File: src/rtl/alu_arbiter.sv
// Two-requester arbiter/sequencer in front of a shared combinational ALU.
// Define ALU_ARB_FIXED_PRIO_EN for fixed priority (port 0 wins); default is round-robin.

module alu #(
    parameter int BW = 16
) (
    input  logic [2:0]    op,
    input  logic [BW-1:0] a,
    input  logic [BW-1:0] b,
    output logic [BW-1:0] out,
    output logic [2:0]    flags
);

    logic [BW-1:0] res;
    logic          ovf;

    // Overflow is signed overflow for the arithmetic ops; logic/move ops never overflow.
    always_comb begin
        res = '0;
        ovf = 1'b0;
        case (op)
            3'd0: begin
                res = a + b;
                ovf = (a[BW-1] == b[BW-1]) && (res[BW-1] != a[BW-1]);
            end
            3'd1: begin
                res = a - b;
                ovf = (a[BW-1] != b[BW-1]) && (res[BW-1] != a[BW-1]);
            end
            3'd2: res = a & b;
            3'd3: res = a | b;
            3'd4: res = a ^ b;
            3'd5: begin
                res = a + BW'(1);
                ovf = !a[BW-1] && res[BW-1];
            end
            3'd6: res = a;
            3'd7: res = b;
        endcase
        out   = res;
        flags = {ovf, res[BW-1], (res == '0)};
    end

endmodule

module alu_arbiter #(
    parameter int BW = 16
) (
    input  logic          clk,
    input  logic          rst_n,
    input  logic          req0_valid,
    output logic          req0_ready,
    input  logic [3:0]    req0_opcode,
    input  logic [BW-1:0] req0_a,
    input  logic [BW-1:0] req0_b,
    input  logic          req1_valid,
    output logic          req1_ready,
    input  logic [3:0]    req1_opcode,
    input  logic [BW-1:0] req1_a,
    input  logic [BW-1:0] req1_b,
    output logic          rsp0_valid,
    input  logic          rsp0_ready,
    output logic          rsp1_valid,
    input  logic          rsp1_ready,
    output logic [BW-1:0] rsp_out,
    output logic [2:0]    rsp_flags,
    output logic          rsp_err,
    output logic          busy
);

    typedef enum logic [1:0] {
        IDLE = 2'd0,
        EXEC = 2'd1,
        RESP = 2'd2
    } state_t;

    state_t        state, next_state;
    logic          pick, accept, rsp_hs, grant_q;
    logic [3:0]    op_q;
    logic [BW-1:0] a_q, b_q, alu_out;
    logic [2:0]    alu_flags;

`ifndef ALU_ARB_FIXED_PRIO_EN
    logic          last_grant;
`endif

    // Grant choice: a lone requester always wins; contention goes to the other port
    // than last time, or to port 0 in the fixed-priority build.
    always_comb begin
        pick = 1'b0;
        if (req0_valid && req1_valid) begin
`ifdef ALU_ARB_FIXED_PRIO_EN
            pick = 1'b0;
`else
            pick = ~last_grant;
`endif
        end else if (req1_valid) begin
            pick = 1'b1;
        end
    end

    assign accept     = (state == IDLE) && (req0_valid || req1_valid);
    assign req0_ready = rst_n && accept && !pick;
    assign req1_ready = rst_n && accept && pick;
    assign rsp0_valid = (state == RESP) && !grant_q;
    assign rsp1_valid = (state == RESP) && grant_q;
    assign rsp_hs     = (state == RESP) && (grant_q ? rsp1_ready : rsp0_ready);
    assign busy       = (state != IDLE);

    always_comb begin
        next_state = state;
        case (state)
            IDLE:    if (accept) next_state = EXEC;
            EXEC:    next_state = RESP;
            RESP:    if (rsp_hs) next_state = IDLE;
            default: next_state = IDLE;
        endcase
    end

    always_ff @(posedge clk or negedge rst_n) begin
        if (!rst_n) begin
            state   <= IDLE;
            grant_q <= 1'b0;
            op_q    <= '0;
            a_q     <= '0;
            b_q     <= '0;
        end else begin
            state <= next_state;
            if (accept) begin
                grant_q <= pick;
                op_q    <= pick ? req1_opcode : req0_opcode;
                a_q     <= pick ? req1_a : req0_a;
                b_q     <= pick ? req1_b : req0_b;
            end
        end
    end

`ifndef ALU_ARB_FIXED_PRIO_EN
    // Reset to 1 so that port 0 wins the first contention.
    always_ff @(posedge clk or negedge rst_n) begin
        if (!rst_n) begin
            last_grant <= 1'b1;
        end else if (accept) begin
            last_grant <= pick;
        end
    end
`endif

    // The ALU sees only the captured operands, never a live request port.
    alu #(.BW(BW)) u_alu (
        .op    (op_q[2:0]),
        .a     (a_q),
        .b     (b_q),
        .out   (alu_out),
        .flags (alu_flags)
    );

    always_ff @(posedge clk or negedge rst_n) begin
        if (!rst_n) begin
            rsp_out   <= '0;
            rsp_flags <= 3'b000;
            rsp_err   <= 1'b0;
        end else if (state == EXEC) begin
            if (op_q[3]) begin
                rsp_out   <= '0;
                rsp_flags <= 3'b000;
                rsp_err   <= 1'b1;
            end else begin
                rsp_out   <= alu_out;
                rsp_flags <= alu_flags;
                rsp_err   <= 1'b0;
            end
        end
    end

endmodule

File: config.mk
export PLATFORM = sky130hd
export DESIGN_NAME = alu_arbiter
export DESIGN_NICKNAME = d
export VERILOG_FILES = /design/src/rtl/alu_arbiter.sv
export SDC_FILE = /design/constraint.sdc
export NUM_CORES = 1
export LEC_CHECK = 0
export CAP_MARGIN = 20
export CORE_MARGIN = 3
export CORE_UTILIZATION = 55
export CTS_CLUSTER_DIAMETER = 150
export DETAILED_ROUTE_END_ITERATION = 7
export GPL_ROUTABILITY_DRIVEN = 0
export PLACE_DENSITY = 0.82
export RECOVER_POWER = 25
export SYNTH_ARGS = -nofsm -noshare
export SYNTH_HDL_FRONTEND = slang
export SYNTH_HIERARCHICAL = 1
export SYNTH_SLANG_ARGS = --single-unit
File: constraint.sdc
create_clock -name clk -period 10.35 [get_ports clk]
set_input_delay 3.105 -clock clk [delete_from_list [all_inputs] [get_ports clk]]
set_output_delay 3.105 -clock clk [all_outputs]
set_load 0.05 [all_outputs]
==> results.yml, run 1 <==
status:
  outcome: "finished, final reports clean"
cells_and_area:
  fillerInstances: 869
  multi_input_area_um2: 4210
  fin_nets: 904
  drive_above_1_share_pct: 15.8
  synthToLayoutAreaGrowth_pct: 20.9
  layout_commonest_cell: "clkdlybuf4s50_1"
  final_cell_mix: "101 x clkdlybuf4s50_1, 60 x mux2_2, 59 x dfrtp_1"
  regArea_um2: 1500
  antennaDiodeCount: 0
setup_path:
  crit_path_frequent_cell: "clkdlybuf4s50_1"
  crit_buf_inv: 2
  critPathMaxStageDelay_ns: 0.80
  cp.required_ns: 7.25
  arrival_ns: 5.46
  crit_family: "buffers and inverters"
  startpoint_type: "input pin"
  worst_path_max_delay_cell: "clkdlybuf4s50_1"
  crit_chain: "clkdlybuf4s50_1 > a21bo_2 > and3_1 > clkdlybuf4s50_1"
  cp_max_fo: 39
  worstSetupEndpointType: "primary output"
  critPathKind: "input pin to primary output"
timing:
  finalClockSkew_ns: 0.0111
  rsz0062_at_grt: "no"
  fin_crit_sh_pct: 82.8
  slew_headroom_pct: 30.4
  setup_viol: 0
  fmax_mhz: 117
  fin_setup_tns_ns: 0
  tightest_slew_ns: 1.04
  hold_viol: 0
  period_minus_slack_ns: 8.57
  drv_slew: 0
global_route:
  grt_overflow: 0
  grtUsageTotal_pct: 26.7
  antenna_found_initial: 0
  grt_pass1_wl_um: 27500
  grt_pass1_vias: 5694
  grt_max_degree: 63
cts:
  insertion_delay_ns: 0.33
  cts_tree: "yes"
  cts_setup_buffers: 0
  cts.htree.levels: 3
  cts_buffer_depth: 2
  ctsResizeCount: 0
  cts_hold_buffers: 0
  cts.sinks: 60
  clkTransAtPathRegs_ns: 0.06
  cts-buffers-inserted: 9
  cts-root-buf: "clkbuf_16"
synthesis:
  synth_ff_type: "dfrtp_1"
  syn_area_um2: 6190
  syn_nets: 832
  avgSynthCellArea_um2: 8.81
  synth_edf_count: 0
  synth-seq-area-share_pct: 24.3
  synth.area.top_cells: "dfrtp_1 24%, mux2_2 11%, ha_1 9.9%"
  ys_ff_latch: 60
  synth_cell_types: 86
  yosys.area.top_type: "dfrtp_1"
  synth-async-reset-ratio_pct: 100
  yosysTopAreaCellShare_pct: 23.8
  netlist_instances: 703
  synth_warnings: 6
die:
  core_um2: 10900
  ios: 103
  die_w_um: 112
  row_count: 38
  dieArea_um2: 12600
  initial_core_util_pct: 56.6
  die_h_um: 112
run:
  drv_cap: 0
min_path:
  min_path_type: "flip-flop to flip-flop"
routing:
  drt-total-wl_um: 17200
  ant_nets: 0
  vias: 5903
  drt-pass1-iter-count: 8
  wl_per_cell_um: 18.7
  drc: 0
  via_per_inst: 6.42
  first_iter_violations: 745
place:
  hpwl_um: 12600
  port_buffers: 102
[state kept, by name, indices dropped and copies added (netlist names)]
signal and flops:
rsp_err 1, state 2, b_q 16, rsp_out 16, a_q 16, last_grant 1, grant_q 1, rsp_flags 3
op_q 4
[routing by layer]
metal  GRT usage [%]  up-vias  part of all wire [%]
li1                -     2681                     -
met1            34.8     2770                    40
met2            42.2      394                    46
met3            6.25       58                    11
met4            12.0        0                   3.6
met5               0        -                     0
[through the flow]
| step | instance area, um2 | setup WS (ns) | utilization (%) | hold slack (ns) | std cells |
|---|---|---|---|---|---|
| after floorplan | 6190 | 2.59 | - | 0.475 | 703 |
| after global placement | 7150 | 1.83 | 65.4 | 0.460 | 903 |
| after detailed placement | 7150 | 1.76 | 65.4 | 0.470 | 903 |
| after CTS | 7490 | 1.76 | 68.5 | 0.483 | 919 |
| after global routing | 7490 | 1.60 | 68.5 | 0.507 | 920 |
| final | 7490 | 1.78 | 68.5 | 0.479 | 920 |
[worst register-to-register path: stages (launching register included)]
cell and delay, ns:
dfrtp_1 0.97, inv_1 0.66, mux4_2 0.63, o311ai_1 0.10, o21ai_0 0.21, or4_2 0.69
a211o_1 0.28, or4_1 0.48, nor3_2 0.19, nand2b_1 0.07, o21ai_0 0.16
[final cells by class]
cell class              instances  area share, %
multi-input cells             538           56.2
flip-flops and latches         60           20.1
repair buffers                106           13.9
clock buffers                  13           3.61
inverters                      60           3.01
well taps                     140           2.34
clock inverters                 3          0.902
[worst paths after layout]
path                                     end        from  cells after the start  slack [ns]
worst max-delay path              req0_ready  req0_valid                      4        1.78
worst min-delay path              rsp_out[8]  rsp_out[8]                      2        0.48
worst max register to register  rsp_flags[0]     op_q[1]                     10        5.81
worst min register to register    rsp_out[8]  rsp_out[8]                      2        0.48
max in group asynchronous            b_q[12]       rst_n                      2        6.93
min in group asynchronous       rsp_flags[2]       rst_n                      2        2.92
[cells by family (layout without fill, tap and decap cells)]
logic type,count (synthesis),after routing,synth area share [%]
adder cells (fa/ha/maj),51,51,10.5
multiplexers,88,88,17.8
XOR/XNOR,24,24,3.51
buffers and inverters,105,182,7.76
AND/OR/NAND/NOR,195,195,15.9
AO/OA/AOI/OAI,180,180,20.2
flip-flops,60,60,24.3
[synthesized netlist by cell type (6+ instances only)]
master,number
o211ai_1,6
buf_2,11
nor4_1,8
a21oi_1,36
xnor2_1,21
inv_1,54
dfrtp_1,59
buf_4,7
clkbuf_1,18
mux4_2,6
nand2_1,54
nor3_1,9
mux2_4,14
inv_2,6
mux2i_1,7
a22oi_1,7
o21ai_0,39
ha_1,49
nand2b_1,25
nor2_1,41
o22ai_1,7
nor2b_1,9
nand3_1,14
mux2_2,60
a21o_1,8
Power of run 1 is left out: the tool's default activity adds up to more than one toggle a clock period on the data nets, which glitch-free logic cannot reach.
==> inputs of run 2 (changes only) <==
- clock period: 10.35 -> 8.85 ns (I/O delays scaled with it)
==> run 2 against run 1 <==
  * Cell count grew 0.22%
  * Utilization shrank 0.11 points
  * Routed wire length grew 1.0%
  * Critical path depth grew 1
  * Highest routed layer unchanged
==> results.yml, run 2 (synthesis gave the netlist of run 1 again) <==
status:
  outcome: "finished, final reports clean"
min_path:
  min_path_type: "flip-flop to flip-flop"
  whs_endpoint: "rsp_out[8]"
  min_from: "rsp_out[8]"
  whs_path_depth: 2
setup_path:
  crit_family: "buffers and inverters"
  r2r_slack_ns: 4.37
  rr_worst_depth: 10
  arrival_ns: 4.87
  worst_path_max_delay_cell: "clkdlybuf4s50_1"
  startpoint_type: "input pin"
  worstSetupEndpointType: "primary output"
  crit_chain: "dlygate4sd3_1 > o21a_2 > buf_4 > and3_1 > clkdlybuf4s50_1"
  timing.rr.start: "op_q[2]"
  critPathMaxStageDelay_ns: 0.82
  worstReg2RegEnd: "rsp_flags[0]"
  crit_buf_inv: 3
  critPathKind: "input pin to primary output"
  cp.required_ns: 6.20
  cp_max_fo: 39
die:
  die_w_um: 112
  ios: 103
  initial_core_util_pct: 56.6
  die_h_um: 112
  row_count: 38
  core_um2: 10900
  dieArea_um2: 12600
place:
  dp.cells: 906
  hpwl_um: 12800
  port_buffers: 102
routing:
  wl_per_cell_um: 18.8
  drc: 0
  first_iter_violations: 685
  drt-total-wl_um: 17300
  ant_nets: 0
  drt-pass1-iter-count: 8
  via_per_inst: 6.35
  vias: 5856
global_route:
  grt_pass1_vias: 5623
  grt_overflow: 0
  grtUsageTotal_pct: 26.7
  grt_pass1_wl_um: 27400
  antenna_found_initial: 0
  grt_max_degree: 50
cells_and_area:
  drive_above_1_share_pct: 15.5
  synthToLayoutAreaGrowth_pct: 20.7
  antennaDiodeCount: 0
  fillerInstances: 861
  final_cell_mix: "99 x clkdlybuf4s50_1, 60 x mux2_2, 59 x dfrtp_1"
  layout_commonest_cell: "clkdlybuf4s50_1"
  instances_no_fill: 922
  top_regs: "a_q (16), b_q (16), rsp_out (16)"
  fin_nets: 906
timing:
  fin_setup_tns_ns: 0
  fmax_mhz: 133
  hold_slack_ns: 0.477
  finalClockSkew_ns: 0.00984
  tightest_slew_ns: 1.32
  setup_viol: 0
  drv_slew: 0
  slew_headroom_pct: 11.9
  hold_viol: 0
  rsz0062_at_grt: "no"
  period_minus_slack_ns: 7.52
  fin_crit_sh_pct: 85.0
run:
  drv_cap: 0
cts:
  cts_buffer_depth: 2
  cts_setup_buffers: 0
  insertion_delay_ns: 0.34
  cts.htree.levels: 3
  cts_tree: "yes"
  cts_hold_buffers: 0
  ctsResizeCount: 0
  cts-root-buf: "clkbuf_16"
  cts.sinks: 60
  clkTransAtPathRegs_ns: 0.05
  cts-buffers-inserted: 9
-- run 2: final cells by class --
class                      count  area, um2  share of cell area (%)
sequential                    60       1500                    20.1
tap                          140        175                    2.34
inverter                      60        225                    3.01
timing repair buffer         108       1060                    14.1
clock buffer                  14        254                    3.40
multi-input combinational    538       4200                    56.2
clock inverter                 2       60.1                   0.803
-- run 2: worst reg2reg max path: cells and delay by family (launching register included) --
family,cells,cell delay [ns]
buffers and inverters,1,0.66
AOI/OAI and AO/OA,3,0.78
and+or+nand+nor,6,2.02
DFF,1,0.93
-- run 2: worst max path at each step --
stage | cells after the start | endpoint | start | slack, ns
finish | 5 | req0_ready | req1_valid | 1.33
global route | 5 | req0_ready | req1_valid | 1.25
CTS | 5 | req0_ready | req0_valid | 1.38
detailed placement | 5 | req0_ready | req0_valid | 1.37
global placement | 5 | req0_ready | req0_valid | 1.50
floorplan | 4 | req1_ready | req1_valid | 1.99
-- run 2: layer usage --
metal	global-route usage, %	vias up	wire length (um)
met5	0	-	0
met4	10.3	0	438
met3	4.20	50	1670
met2	43.1	368	8080
met1	36.1	2759	7150
li1	-	2679	-
-- run 2: through the flow --
step | utilization, % | setup slack [ns] | area, um2
4_1_cts | 68.5 | 1.38 | 7490
5_1_grt | 68.4 | 1.25 | 7480
3_3_place_gp | 65.6 | 1.50 | 7180
6_report | 68.4 | 1.33 | 7480
2_1_floorplan | - | 1.99 | 6190
3_5_place_dp | 65.6 | 1.37 | 7180
Power of run 2 is left out for the same reason.
==> inputs of run 3 (changes only) <==
- SETUP_SLACK_MARGIN: default -> 0.2
==> results of run 3 <==
The final DEF is identical to that of run 2; final timing and power are the same.
Power of run 3 is left out for the same reason.
